$ cat config.mk
export PLATFORM = sky130hd
export DESIGN_NAME = epl_row_decode_seq
export DESIGN_NICKNAME = d
export VERILOG_FILES = /design/src/rtl/epl_row_decode_seq.sv
export SDC_FILE = /design/constraint.sdc
export NUM_CORES = 1
export LEC_CHECK = 0
export ABC_CLOCK_PERIOD_IN_PS = 2160
export CAP_MARGIN = 20
export CORE_MARGIN = 4
export CORE_UTILIZATION = 51
export DETAILED_ROUTE_END_ITERATION = 8
export HOLD_SLACK_MARGIN = 0.1
export PLACE_DENSITY_LB_ADDON = 0.3
export SLEW_MARGIN = 30
export SYNTH_ARGS = -nofsm -noshare
export SYNTH_HDL_FRONTEND = slang
export SYNTH_SLANG_ARGS = --single-unit
$ cat constraint.sdc
create_clock -name pClk_i -period 2.16 [get_ports pClk_i]
set_input_delay 0.432 -clock pClk_i [delete_from_list [all_inputs] [get_ports pClk_i]]
set_output_delay 0.432 -clock pClk_i [all_outputs]
set_load 0.01 [all_outputs]
$ cat src/rtl/epl_row_decode_seq.sv
// Sequenced row decoder for the EPLFFRAM array: latches a row request and drives
// its wordline(s) through a timed SETUP / ACTIVE / RECOVER pulse.
module epl_row_decode_seq #(
  parameter int ADDR_W    = 3,
  parameter int NROWS     = 8,
  parameter int SETUP_CYC = 1,
  parameter int WL_CYC    = 4,
  parameter int RECOV_CYC = 2
) (
  input  logic              pClk_i,
  input  logic              pRst_n_i,
  input  logic              pReq_i,
  input  logic [ADDR_W-1:0] pAr_i,
  input  logic              pAll_i,
  input  logic              pAbort_i,
  output logic              pRdy_o,
  output logic [NROWS-1:0]  pArx_o,
  output logic              pWlEn_o,
  output logic              pDone_o,
  output logic              pErr_o
);

  // state   | meaning
  // IDLE    | ready for a request; first IDLE cycle after a sequence flags done
  // SETUP   | address latched, wordlines still low (SETUP_CYC cycles)
  // ACTIVE  | selected wordline(s) driven (WL_CYC cycles)
  // RECOVER | wordlines low, recovery time before next access (RECOV_CYC cycles)
  localparam logic [1:0] ST_IDLE    = 2'd0;
  localparam logic [1:0] ST_SETUP   = 2'd1;
  localparam logic [1:0] ST_ACTIVE  = 2'd2;
  localparam logic [1:0] ST_RECOVER = 2'd3;

  localparam int CNT_MAX_SW = (SETUP_CYC > WL_CYC) ? SETUP_CYC : WL_CYC;
  localparam int CNT_MAX    = (CNT_MAX_SW > RECOV_CYC) ? CNT_MAX_SW : RECOV_CYC;
  localparam int CNT_W      = $clog2(CNT_MAX + 1);

  // Down-counters load N-1 on state entry and the state ends on terminal count 0.
  localparam logic [CNT_W-1:0] SETUP_LD = CNT_W'((SETUP_CYC > 0) ? SETUP_CYC - 1 : 0);
  localparam logic [CNT_W-1:0] WL_LD    = CNT_W'((WL_CYC > 0) ? WL_CYC - 1 : 0);
  localparam logic [CNT_W-1:0] RECOV_LD = CNT_W'((RECOV_CYC > 0) ? RECOV_CYC - 1 : 0);
  localparam logic [CNT_W-1:0] CNT_ONE  = CNT_W'(1);

  localparam logic [ADDR_W:0] NROWS_LIM = (ADDR_W + 1)'(NROWS);

  logic [1:0]        state_q, state_d;
  logic [CNT_W-1:0]  cnt_q, cnt_d;
  logic [ADDR_W-1:0] row_q, row_d;
  logic              all_q, all_d;
  logic [NROWS-1:0]  arx_q, arx_d;
  logic              wl_q;
  logic              done_q, done_d;
  logic              err_q, err_d;
  logic              addr_legal;
  logic              end_pulse;

  function automatic logic [NROWS-1:0] decode_rows(input logic [ADDR_W-1:0] addr,
                                                   input logic bulk);
    logic [NROWS-1:0] wl;
    for (int i = 0; i < NROWS; i++) begin
      wl[i] = bulk | ({1'b0, addr} == (ADDR_W + 1)'(i));
    end
    return wl;
  endfunction

  // Full-width compare so addresses between NROWS and 2**ADDR_W-1 are caught.
  assign addr_legal = ({1'b0, pAr_i} < NROWS_LIM);

  always_comb begin
    state_d   = state_q;
    cnt_d     = cnt_q;
    row_d     = row_q;
    all_d     = all_q;
    arx_d     = '0;
    done_d    = 1'b0;
    err_d     = 1'b0;
    end_pulse = 1'b0;

    case (state_q)
      ST_IDLE: begin
        cnt_d = '0;
        if (pReq_i) begin
          if (pAll_i || addr_legal) begin
            row_d = pAr_i;
            all_d = pAll_i;
            if (SETUP_CYC > 0) begin
              state_d = ST_SETUP;
              cnt_d   = SETUP_LD;
            end else begin
              state_d = ST_ACTIVE;
              cnt_d   = WL_LD;
              arx_d   = decode_rows(pAr_i, pAll_i);
            end
          end else begin
            done_d = 1'b1;
            err_d  = 1'b1;
          end
        end
      end

      ST_SETUP: begin
        if (pAbort_i) begin
          end_pulse = 1'b1;
        end else if (cnt_q == '0) begin
          state_d = ST_ACTIVE;
          cnt_d   = WL_LD;
          arx_d   = decode_rows(row_q, all_q);
        end else begin
          cnt_d = cnt_q - CNT_ONE;
        end
      end

      ST_ACTIVE: begin
        // Abort on the expiry edge lands in the same place as normal expiry.
        if (pAbort_i || (cnt_q == '0)) begin
          end_pulse = 1'b1;
        end else begin
          cnt_d = cnt_q - CNT_ONE;
          arx_d = arx_q;
        end
      end

      ST_RECOVER: begin
        if (cnt_q == '0) begin
          state_d = ST_IDLE;
          done_d  = 1'b1;
        end else begin
          cnt_d = cnt_q - CNT_ONE;
        end
      end

      default: begin
        state_d = ST_IDLE;
        cnt_d   = '0;
      end
    endcase

    if (end_pulse) begin
      arx_d = '0;
      if (RECOV_CYC > 0) begin
        state_d = ST_RECOVER;
        cnt_d   = RECOV_LD;
      end else begin
        state_d = ST_IDLE;
        cnt_d   = '0;
        done_d  = 1'b1;
      end
    end
  end

  always_ff @(posedge pClk_i or negedge pRst_n_i) begin
    if (!pRst_n_i) begin
      state_q <= ST_IDLE;
      cnt_q   <= '0;
      row_q   <= '0;
      all_q   <= 1'b0;
      arx_q   <= '0;
      wl_q    <= 1'b0;
      done_q  <= 1'b0;
      err_q   <= 1'b0;
    end else begin
      state_q <= state_d;
      cnt_q   <= cnt_d;
      row_q   <= row_d;
      all_q   <= all_d;
      arx_q   <= arx_d;
      wl_q    <= |arx_d;
      done_q  <= done_d;
      err_q   <= err_d;
    end
  end

  assign pRdy_o  = (state_q == ST_IDLE);
  assign pArx_o  = arx_q;
  assign pWlEn_o = wl_q;
  assign pDone_o = done_q;
  assign pErr_o  = err_q;

endmodule

==> results of run 1 <==
-- synth_stat cells (all sizes together) (2+ instances only) --
cell and instances:
a21oi 10, nand3 3, a22oi 3, mux2 4, nand2 15, o22ai 2
dfrtp 19, inv 6, nand3b 2, o21ai 10, a21o 3, buf 3
clkbuf 2, nor2b 6, ha 6, nor2 7
-- cells by family (layout without fill, tap and decap cells) --
group,count (synthesis),in the layout,share of synthesized area [%]
simple gates,40,40,18.8
compound gates,37,37,21.9
flops,19,19,42.4
buf+inv,11,31,5.02
fa+ha+maj,6,6,6.69
mux,5,5,4.90
other cells,1,1,0.334
-- repair_timing --
action | CTS | global route
endpoints found under the hold margin | 0 | 0
buffers inserted | 0 | 0
gates resized for setup | 0 | 2
endpoints found under the setup margin | 0 | 6
-- routing by layer --
metal | up-vias | part of all wire (%) | track usage, % | routed length, um
met1 | 443 | 47 | 23.6 | 1010
met4 | 0 | 0.47 | 4.86 | 10
met3 | 2 | 5.3 | 2.41 | 114
met2 | 28 | 47 | 27.4 | 1010
met5 | - | 0 | 0 | 0
li1 | 461 | - | - | -
-- power groups by stage --
stage | Sequential, mW | Clock (mW) | Combinational (mW)
3_3_place_gp | 0.586 | 0 | 1.01
2_1_floorplan | 0.557 | 0 | 0.806
6_report | 0.588 | 0.177 | 1.06
4_1_cts | 0.587 | 0.182 | 1.05
5_1_grt | 0.614 | 0.194 | 1.18
3_5_place_dp | 0.595 | 0 | 1.04
-- sequential cells by signal, summed over array words and instances (netlist names) --
| signal | count |
|---|---|
| all_q | 1 |
| cnt_q | 3 |
| pArx_o | 8 |
| pDone_o | 1 |
| pWlEn_o | 1 |
| row_q | 3 |
| state_q | 2 |
-- per-stage QoR --
| stage | hold WS (ns) | area, um2 | std cells | worst slack (ns) |
|---|---|---|---|---|
| finish | 0.458 | 1360 | 166 | 0.0979 |
| global placement | 0.500 | 1330 | 162 | 0.0812 |
| CTS | 0.467 | 1350 | 166 | 0.0586 |
| floorplan | 0.136 | 1120 | 119 | 0.319 |
| detailed placement | 0.510 | 1330 | 162 | 0.0285 |
| global route | 0.479 | 1360 | 166 | 0.0196 |
-- layout make-up --
type	instances	area, um2	share of cell area [%]
Multi-Input combinational cell	89	598	44.0
Clock inverter	1	5.00	0.368
Tap cell	27	33.8	2.48
Clock buffer	3	22.5	1.66
Inverter	6	22.5	1.66
Sequential cell	19	475	35.0
Timing Repair Buffer	21	203	14.9
-- how the worst max path moves through the flow --
stage	start	endpoint	slack (ns)	cells past startpoint
CTS	state_q[1]$_DFFE_PN0P_	pWlEn_o$_DFF_PN0_	0.06	7
floorplan	cnt_q[0]$_DFFE_PN0P_	pWlEn_o$_DFF_PN0_	0.32	8
global placement	pAbort_i	pWlEn_o$_DFF_PN0_	0.08	5
global route	state_q[0]$_DFFE_PN0P_	pRdy_o	0.02	3
detailed placement	pAbort_i	pWlEn_o$_DFF_PN0_	0.03	5
finish	state_q[0]$_DFFE_PN0P_	pRdy_o	0.1	3
==> flow_metrics.tcl, run 1 <==
set metrics [dict create \
    setup_tns_ns 0 \
    synthesis.nets 133 \
    postLayoutCoreUtil_pct 67.3 \
    antenna_found_initial 0 \
    crit_chain "inv_1 > ha_1 > clkdlybuf4s50_1" \
    cts_made_buffers 3 \
    finClkSkew_ns 0.00243 \
    gp_congestion 0.828 \
    critPathMaxStageDelay_ns 0.57 \
    cp.buffers_inverters 2 \
    ys.warnings.count 0 \
    n_antenna_cell 0 \
    synth_edf_count 0 \
    die_width_um 54.9 \
    setup_violations 0 \
    path_max_fanout 5 \
    cts_hold_buf 0 \
    clkLatencyLatePin_ns 0.29 \
    dieArea_um2 3020 \
    fillers 171 \
    synth_top_area_share_pct 42.4 \
    fmax_mhz 485 \
    p_int_mw 1.02 \
    syn_inst 119 \
    firstDrtPassIters 4 \
    critPathKind "reg -> out" \
    cp_slowest_cell "clkdlybuf4s50_1" \
    drive_gt1_share_pct 12.2 \
    core_area_um2 2020 \
    path_delay_family "buffers and inverters" \
    outcome "completed" \
    antenna_left 0 \
    io_pins 20 \
    drc 0 \
    required_ns 1.73 \
    wl_um 2150 \
    r2r_slack_ns 0.18 \
    cts-htree-levels 1 \
    grt_pass1_vias 862 \
    portBuffers 18 \
    fin_crit_sh_pct 95.5 \
    switching_share_pct 43.8 \
    p_per_area_nw_per_um2 1340 \
    grt_max_degree 20 \
    cts_tree "built" \
    peakVddDrop_v 0.000962 \
    synthesis.area_um2 1120 \
    grt_setup_unrepaired "false" \
    power_mw 1.82 \
    clockBufferDepth 2 \
    ff2ff_path_depth 7 \
    mostFrequentLayoutCell "dfrtp_1" \
    yosysTopAreaCell "dfrtp_1" \
    hp-class "in -> async" \
    timing_max_transition_violations_final 0 \
    layout_common_cells "dfrtp_1, clkdlybuf4s50_1, nand2_1, a21oi_1, o21ai_0" \
    ys_ff_latch 19 \
    p_seq_share_pct 32.3 \
    pwr-share-comb_pct 58.0 \
    synth_area_per_cell_um2 9.43 \
    grt-ovfl-total 0 \
    clock-sinks 19 \
    die_h_um 54.9 \
    yosysUniqueCellTypes 38 \
    async_reset_ff_share_pct 100 \
    clk_pin_slew_ns 0.11 \
    arrival_ns 1.63 \
    p_leak_nw 0.609 \
    finalHoldViolations 0 \
    synthFlopType "dfrtp_1" \
    synth.area.top_cells "dfrtp_1, ha_1, nand2_1" \
    wl_per_cell_um 12.9 \
    root_buffer "clkbuf_4" \
    ys_seq_area_share_pct 42.4 \
    dpl.hpwl_um 1660 \
    drtIter0Drc 31 \
    vias 934 \
    worst_r2r_startpoint "cnt_q[0]$_DFFE_PN0P_" \
    viasPerCell 5.63 \
    clock_power_share_pct 9.7 \
    rows 16 \
    initial_core_util_pct 55.5 \
    timing.final.crit_period_ns 2.06 \
    cap_violations 0 \
    start_kind "flop" \
    grt_usage_pct 17.0 \
    p_sw_uw 797 \
    area_growth_pct 21.2 \
    final_nets 154 \
    end_kind "output pin" \
    r2r_end "pWlEn_o$_DFF_PN0_" \
    grt_first_pass_wirelength_um 3730 \
]
No activity file was read; power rests on OpenSTA's default activity.
==> inputs of run 2 (changes only) <==
GPL_ROUTABILITY_DRIVEN = 0   (was not set)
==> results of run 2 <==
The final DEF is identical to that of run 1; final timing and power are the same.
